[config.mk]
export PLATFORM = sky130hd
export DESIGN_NAME = cyclic_decoder_serial_flat
export DESIGN_NICKNAME = d
export VERILOG_FILES = /design/src/rtl/cyclic_code_pkg.sv /design/src/rtl/cyclic_decoder_serial_if.sv /design/src/rtl/cyclic_syndrome_lfsr.sv /design/src/rtl/cyclic_decoder_serial.sv /design/src/flat_wrapper.sv
export SDC_FILE = /design/constraint.sdc
export NUM_CORES = 1
export LEC_CHECK = 0
export ABC_AREA = 1
export CAP_MARGIN = 40
export CORE_MARGIN = 2
export CORE_UTILIZATION = 57
export DETAILED_ROUTE_END_ITERATION = 8
export DONT_BUFFER_PORTS = 1
export PLACE_DENSITY = 0.81
export SLEW_MARGIN = 20
export SYNTH_ARGS = -nofsm -noshare
export SYNTH_HDL_FRONTEND = slang
export SYNTH_SLANG_ARGS = --single-unit
[constraint.sdc]
create_clock -name clk -period 2.1 [get_ports clk]
set_clock_uncertainty 0.1 [all_clocks]
set_input_delay 0.315 -clock clk [delete_from_list [all_inputs] [get_ports clk]]
set_output_delay 0.315 -clock clk [all_outputs]
set_load 0.05 [all_outputs]
[src/rtl/cyclic_code_pkg.sv]
// Shared constants, FSM state type and polynomial helper for the (7,4) cyclic code.
package cyclic_code_pkg;

  localparam int unsigned N     = 7;
  localparam int unsigned K     = 4;
  localparam logic [3:0]  GPOLY = 4'b1011;

  typedef enum logic [1:0] {
    IDLE,
    RECV,
    CORR
  } state_t;

  // x^n mod g(x); gpoly carries the x^deg term, result occupies bits [deg-1:0].
  function automatic logic [31:0] polymod_xpow(input int unsigned n,
                                               input logic [31:0] gpoly,
                                               input int unsigned deg = N - K);
    logic [31:0] r;
    r = 32'd1;
    for (int unsigned i = 0; i < n; i++) begin
      r = r << 1;
      if (r[deg]) r = r ^ gpoly;
    end
    return r;
  endfunction

endpackage

[src/rtl/cyclic_decoder_serial_if.sv]
// Bit-serial handshake bundle between front end, decoder and data sink.
interface cyclic_decoder_serial_if;
  logic in_valid;
  logic in_ready;
  logic in;
  logic out_valid;
  logic out_ready;
  logic out;
  logic err;
  logic done;

  modport master (
    output in_valid, in, out_ready,
    input  in_ready, out_valid, out, err, done
  );

  modport slave (
    input  in_valid, in, out_ready,
    output in_ready, out_valid, out, err, done
  );
endinterface

[src/rtl/cyclic_syndrome_lfsr.sv]
// Divide-by-g(x) register: load feeds a new dividend bit, shift multiplies by x, clear zeroes.
module cyclic_syndrome_lfsr
  import cyclic_code_pkg::*;
#(
  parameter int unsigned W    = N - K,
  parameter logic [W:0]  POLY = GPOLY
) (
  input  logic         clk,
  input  logic         reset,
  input  logic         clear,
  input  logic         load,
  input  logic         shift,
  input  logic         din,
  output logic [W-1:0] s,
  output logic [W-1:0] s_next
);

  logic [W-1:0] s_mulx;

  assign s_mulx = {s[W-2:0], 1'b0} ^ (s[W-1] ? POLY[W-1:0] : '0);

  always_comb begin
    s_next = s;
    if (clear)      s_next = '0;
    else if (load)  s_next = s_mulx ^ {{(W-1){1'b0}}, din};
    else if (shift) s_next = s_mulx;
  end

  always_ff @(posedge clk or negedge reset) begin
    if (!reset) s <= '0;
    else        s <= s_next;
  end

endmodule

[src/rtl/cyclic_decoder_serial.sv]
// Serial Meggitt decoder for the (N,K) cyclic code generated by GPOLY.
// Optional macro CYCLIC_DEC_STATS_EN adds a saturating err_count output.
module cyclic_decoder_serial
  import cyclic_code_pkg::*;
#(
  parameter int unsigned   N     = cyclic_code_pkg::N,
  parameter int unsigned   K     = cyclic_code_pkg::K,
  parameter logic [N-K:0]  GPOLY = cyclic_code_pkg::GPOLY
) (
  input  logic                    clk,
  input  logic                    reset,
  cyclic_decoder_serial_if.slave  bus
`ifdef CYCLIC_DEC_STATS_EN
  , output logic [15:0]           err_count
`endif
);

  localparam int unsigned  M   = N - K;
  localparam int unsigned  CW  = $clog2(N + 1);
  localparam logic [M-1:0] PAT = M'(polymod_xpow(N - 1, 32'(GPOLY), M));

  state_t        state, state_nx;
  logic [N-1:0]  sh_buf;
  logic [CW-1:0] cnt;
  logic          err_q;
  logic          live_q;
  logic [M-1:0]  s, s_nx;

  logic rx_en, tx_en, in_fire, out_fire, done_c;
  logic last_in, last_out, hit;
  logic lf_clear, lf_load, lf_shift;

  assign last_in  = (cnt == CW'(N - 1));
  assign last_out = (cnt == CW'(K - 1));
  assign hit      = (s == PAT);
  assign in_fire  = bus.in_valid & rx_en;
  assign out_fire = tx_en & bus.out_ready;

  cyclic_syndrome_lfsr #(
    .W    (M),
    .POLY (GPOLY)
  ) u_syn (
    .clk    (clk),
    .reset  (reset),
    .clear  (lf_clear),
    .load   (lf_load),
    .shift  (lf_shift),
    .din    (bus.in),
    .s      (s),
    .s_next (s_nx)
  );

  always_ff @(posedge clk or negedge reset) begin
    if (!reset) state <= IDLE;
    else        state <= state_nx;
  end

  always_comb begin
    state_nx = state;
    case (state)
      IDLE:    if (in_fire)              state_nx = RECV;
      RECV:    if (in_fire && last_in)   state_nx = CORR;
      CORR:    if (out_fire && last_out) state_nx = IDLE;
      default:                           state_nx = IDLE;
    endcase
  end

  // A syndrome hit zeroes the register, and the last beat clears it so a
  // miscorrected multi-bit word leaves nothing behind for the next word.
  always_comb begin
    rx_en    = 1'b0;
    tx_en    = 1'b0;
    done_c   = 1'b0;
    lf_load  = 1'b0;
    lf_shift = 1'b0;
    lf_clear = 1'b0;
    case (state)
      IDLE, RECV: begin
        rx_en   = live_q;
        lf_load = bus.in_valid & live_q;
      end
      CORR: begin
        tx_en = 1'b1;
        if (bus.out_ready) begin
          done_c   = last_out;
          lf_clear = hit | last_out;
          lf_shift = ~(hit | last_out);
        end
      end
      default: ;
    endcase
  end

  assign bus.in_ready  = rx_en;
  assign bus.out_valid = tx_en;
  assign bus.out       = tx_en & (sh_buf[N-1] ^ hit);
  assign bus.err       = err_q;
  assign bus.done      = done_c;

  always_ff @(posedge clk or negedge reset) begin
    if (!reset) begin
      sh_buf <= '0;
      cnt    <= '0;
      err_q  <= 1'b0;
      live_q <= 1'b0;
    end else begin
      live_q <= 1'b1;
      if (in_fire) begin
        sh_buf <= {sh_buf[N-2:0], bus.in};
        cnt    <= last_in ? '0 : cnt + 1'b1;
      end else if (out_fire) begin
        sh_buf <= {sh_buf[N-2:0], 1'b0};
        cnt    <= last_out ? '0 : cnt + 1'b1;
      end
      if (in_fire && state == RECV && last_in) err_q <= |s_nx;
      else if (done_c)                         err_q <= 1'b0;
    end
  end

`ifdef CYCLIC_DEC_STATS_EN
  always_ff @(posedge clk or negedge reset) begin
    if (!reset)                                 err_count <= '0;
    else if (done_c && err_q && err_count != '1) err_count <= err_count + 16'd1;
  end
`endif

endmodule

[src/flat_wrapper.sv]
// flat-port wrapper written by rule: the top's interface ports become plain ports
module cyclic_decoder_serial_flat import cyclic_code_pkg::*;
#(
  parameter int unsigned   N     = cyclic_code_pkg::N,
  parameter int unsigned   K     = cyclic_code_pkg::K,
  parameter logic [N-K:0]  GPOLY = cyclic_code_pkg::GPOLY
)
  (clk, reset, bus_in_valid, bus_in, bus_out_ready, bus_in_ready, bus_out_valid, bus_out, bus_err, bus_done);
  cyclic_decoder_serial_if bus_i ();
  input  logic clk;
  input  logic reset;
  input wire logic [$bits(bus_i.in_valid)-1:0] bus_in_valid;
  input wire logic [$bits(bus_i.in)-1:0] bus_in;
  input wire logic [$bits(bus_i.out_ready)-1:0] bus_out_ready;
  output wire logic [$bits(bus_i.in_ready)-1:0] bus_in_ready;
  output wire logic [$bits(bus_i.out_valid)-1:0] bus_out_valid;
  output wire logic [$bits(bus_i.out)-1:0] bus_out;
  output wire logic [$bits(bus_i.err)-1:0] bus_err;
  output wire logic [$bits(bus_i.done)-1:0] bus_done;
  assign bus_i.in_valid = bus_in_valid;
  assign bus_i.in = bus_in;
  assign bus_i.out_ready = bus_out_ready;
  assign bus_in_ready = bus_i.in_ready;
  assign bus_out_valid = bus_i.out_valid;
  assign bus_out = bus_i.out;
  assign bus_err = bus_i.err;
  assign bus_done = bus_i.done;
  cyclic_decoder_serial #(.N(N), .K(K), .GPOLY(GPOLY)) u_core (.clk(clk), .reset(reset), .bus(bus_i));
endmodule
==> results.yml <==
outcome:
  result_of_the_run: "finished, final reports clean"
routing:
  drt-initial-drc-count: 12
  dr.pass1.iters: 4
  vias_per_cell: 5.10
  route.vias.total: 689
  drc_errors: 0
  final_antenna_net_count: 0
  detail_route.wl_per_cell_um: 11.8
  routed_wirelength_um: 1590
yosys:
  yosys-mux-area-fraction: 0
  synth_simple_gate_area_frac: 0.248
  syn_nets: 119
  post_synth_xor_area_fraction: 0.0184
  synthesis.area_per_instance_um2: 8.66
  synth-warning-count: 0
  sequential_share_of_the_synthesized_area: 0.447
  synth-adder-area-share: 0.0526
  main_combinational_cell_family_by_area_after_synthesis: "simple AND/OR/NAND/NOR gates"
  ys_ff_latch: 17
  synth-compound-area-share: 0.131
  postSynthCellCount: 110
  synth_area_um2: 952
  post_synth_num_cell_types: 22
timing:
  worstMarginPinSlew_ps: 725
  final_report_max_slew_violation_count: 0
  timing.final.hold_violations: 0
  period_needed_ps: 2010
  achievable-frequency_mhz: 498
  worst_max_slew_margin_expressed_relative_to_the_limit: 0.515
  postLayoutSetupSlackWorst_ps: 91.0
  setup_viol: 0
  post-route-period-util: 0.957
cts:
  cts_made_buffers: 3
  clk_latency_ps: 290
  cts_sinks: 17
  ctsLongestPathBuffers: 2
  cts_root_buffer: "sky130_fd_sc_hd__clkbuf_4"
  clk_pin_slew_ps: 90
  cts.htree.levels: 1
  tritoncts_clock_tree: "yes"
hold_path:
  min-delay-path-class: "in2reg"
global_route:
  grtUsageTotal: 0.192
  global_route.overflow_total: 0
  first_global_vias: 637
  grt_antenna_before_repair: 0
  grt_start_max_net_pins: 18
  grt_first_pass_wirelength_um: 2730
floorplan:
  die_footprint_mm2: 0.00201
  placeable_core_region_mm2: 0.00154
  initial_utilization: 0.618
  rows: 14
  floorplan.die.width_um: 44.9
  ports_placed_on_the_boundary: 10
  die_height_um: 44.9
placement:
  port_buffers: 0
  finalWeightedCongestion: 0.828
  hpwlAfterDp_um: 1240
  placed_cells_incl_taps: 129
  placement.setup.worst_slack_ps: 330
critical_path:
  crit_slowest_cell: "sky130_fd_sc_hd__dfrtp_1"
  crit_chain: "ha_1 -> ha_1 -> inv_1 -> nor2_2 -> buf_4"
  path_buf_inv: 2
  crit_path_start: "u_core.cnt[0]$_DFFE_PN0P_"
  critPathCapture: "bus_done"
  timing.critical_path.max_delay_family: "adder cells"
  critical-path-max-stage-delay_ps: 420
  path_depth: 5
  critPathMostFrequentCell: "sky130_fd_sc_hd__ha_1"
  cp-start-kind: "flip-flop"
  r2r_end: "u_core.bus.err$_DFFE_PN0P_"
  reg2regPathDepth: 10
  crit_required_ps: 1680
  crit-reg2reg-launch: "u_core.cnt[0]$_DFFE_PN0P_"
  path_max_fanout: 4
  critical_path_arrival_ps: 1590
  r2r_setup_slack_ps: 320
  critPathCaptureType: "primary output"
  critical_path_start_end_classification: "reg2out"
final_layout:
  diodes: 0
  multi_input_comb_area_um2: 439
  finalNetCount: 129
  flow.area_growth_from_synthesis_pct: 9.33
  fill_cells: 126
  fraction_of_final_layout_cells_with_drive_strength_greater_than_1: 0.269
  seqCellArea_um2: 425
  layout.cells.non_filler: 135
power_and_ir_drop:
  power_density_mw_per_mm2: 1090
  cellLeakagePower_nw: 0.531
  irDropWorstVdd_mv: 0.637
job:
  maxCapViolCount: 0
worst register-to-register path, stage by stage (launching register included):
cell                      delay, ps
sky130_fd_sc_hd__dfrtp_1        420
sky130_fd_sc_hd__ha_1           230
sky130_fd_sc_hd__ha_1           210
sky130_fd_sc_hd__inv_1          180
sky130_fd_sc_hd__nand3_2        140
sky130_fd_sc_hd__nand2_2         80
sky130_fd_sc_hd__nand2_1         70
sky130_fd_sc_hd__nand2_2         90
sky130_fd_sc_hd__nand3_2         70
sky130_fd_sc_hd__nand2_1         50
sky130_fd_sc_hd__nand2_1         50
metrics by stage:
stage          TNS (ps)  power (mW)  utilization  hold slack (ps)  area [um^2]
6_report              0        1.14        0.675             56.0         1040
5_1_grt           -8.18        1.23        0.675             64.9         1040
4_1_cts               0        1.13        0.669             57.7         1030
3_5_place_dp          0       0.950        0.645            -80.3          995
3_3_place_gp          0       0.923        0.645            -80.2          995
2_1_floorplan         0       0.870            -            -80.6          956
cell usage after synthesis:
cell type / count / area share
sky130_fd_sc_hd__xor2_1: 2 / 0.018
sky130_fd_sc_hd__ha_1: 4 / 0.053
sky130_fd_sc_hd__inv_2: 3 / 0.012
sky130_fd_sc_hd__buf_6: 1 / 0.012
sky130_fd_sc_hd__o211ai_4: 1 / 0.022
sky130_fd_sc_hd__nor2_2: 1 / 0.0066
sky130_fd_sc_hd__nand2_2: 8 / 0.053
sky130_fd_sc_hd__nand4_1: 1 / 0.0066
sky130_fd_sc_hd__nand2_1: 21 / 0.083
sky130_fd_sc_hd__o21ai_1: 6 / 0.032
sky130_fd_sc_hd__nor2_4: 3 / 0.035
sky130_fd_sc_hd__o21ai_0: 7 / 0.037
sky130_fd_sc_hd__o211ai_1: 1 / 0.0079
sky130_fd_sc_hd__nand3_1: 3 / 0.016
sky130_fd_sc_hd__nor2_1: 4 / 0.016
sky130_fd_sc_hd__o21ai_2: 3 / 0.028
sky130_fd_sc_hd__nand2_4: 1 / 0.012
sky130_fd_sc_hd__conb_1: 1 / 0.0039
sky130_fd_sc_hd__nand3_2: 2 / 0.021
sky130_fd_sc_hd__a21oi_1: 1 / 0.0053
sky130_fd_sc_hd__dfrtp_1: 17 / 0.45
sky130_fd_sc_hd__inv_1: 19 / 0.075
how the worst min path moves through the flow:
stage	start	end	slack [ps]	depth (start not counted)
after detailed placement	reset	u_core.sh_buf[3]$_DFFE_PN0P_	-80	0
after global routing	bus_in	u_core.sh_buf[0]$_DFFE_PN0P_	60	2
after global placement	reset	u_core.sh_buf[4]$_DFFE_PN0P_	-80	0
after floorplan	reset	u_core.bus.err$_DFFE_PN0P_	-80	0
final	bus_in	u_core.sh_buf[0]$_DFFE_PN0P_	60	2
after CTS	bus_in	u_core.sh_buf[0]$_DFFE_PN0P_	60	2
layer usage:
layer / track usage / part of all wire
met4: 0.0882 / 0.018
met3: 0.0360 / 0.036
met1: 0.256 / 0.49
met2: 0.304 / 0.45
met5: 0 / 0
registers in the layout, indices dropped and copies added, names as in the netlist:
| signal | cells |
|---|---|
| u_core.bus.err | 1 |
| u_core.sh_buf | 7 |
| u_core.u_syn.s | 3 |
| u_core.live_q | 1 |
| u_core.cnt | 3 |
| u_core.state | 2 |
cell type report:
class,instances,share of cell area
sequential,17,0.409
timing repair buffer,6,0.0457
tap,16,0.0192
clock buffer,4,0.0252
inverter,22,0.0793
multi-input combinational,70,0.422
report_power, final:
| group | total [mW] | switching, mW | internal (mW) |
|---|---|---|---|
| clock network | 0.174 | 0.0996 | 0.0740 |
| registers | 0.572 | 0.130 | 0.441 |
| logic | 0.391 | 0.235 | 0.155 |
| total | 1.14 | 0.466 | 0.670 |
cell families (layout without fill, tap and decap cells):
group / after synthesis / count (layout)
simple gates: 44 / 44
compound gates: 19 / 19
xor+xnor: 2 / 2
buf+inv: 23 / 32
flops: 17 / 17
other cells: 1 / 1
fa+ha+maj: 4 / 4
cell usage in the layout, fill, tap and decap left out, types with 2 or more instances in the layout:
master	n
sky130_fd_sc_hd__nand2_1	21
sky130_fd_sc_hd__inv_1	19
sky130_fd_sc_hd__dfrtp_1	17
sky130_fd_sc_hd__nand2_2	8
sky130_fd_sc_hd__o21ai_0	7
sky130_fd_sc_hd__o21ai_1	6
sky130_fd_sc_hd__buf_4	5
sky130_fd_sc_hd__ha_1	4
sky130_fd_sc_hd__nor2_4	3
sky130_fd_sc_hd__inv_2	3
sky130_fd_sc_hd__nand3_1	3
sky130_fd_sc_hd__o21ai_2	3
sky130_fd_sc_hd__nor2_1	3
sky130_fd_sc_hd__clkbuf_4	3
sky130_fd_sc_hd__nand3_2	2
sky130_fd_sc_hd__nor2_2	2
sky130_fd_sc_hd__xor2_1	2
timing repair:
item                                   4_1_cts  5_1_grt
setup endpoints to repair                    0        1
hold buffers                                 1        0
gates resized for setup                      0        1
setup buffers                                0        1
endpoints found under the hold margin       17        0
No activity file was read; power rests on OpenSTA's default activity.
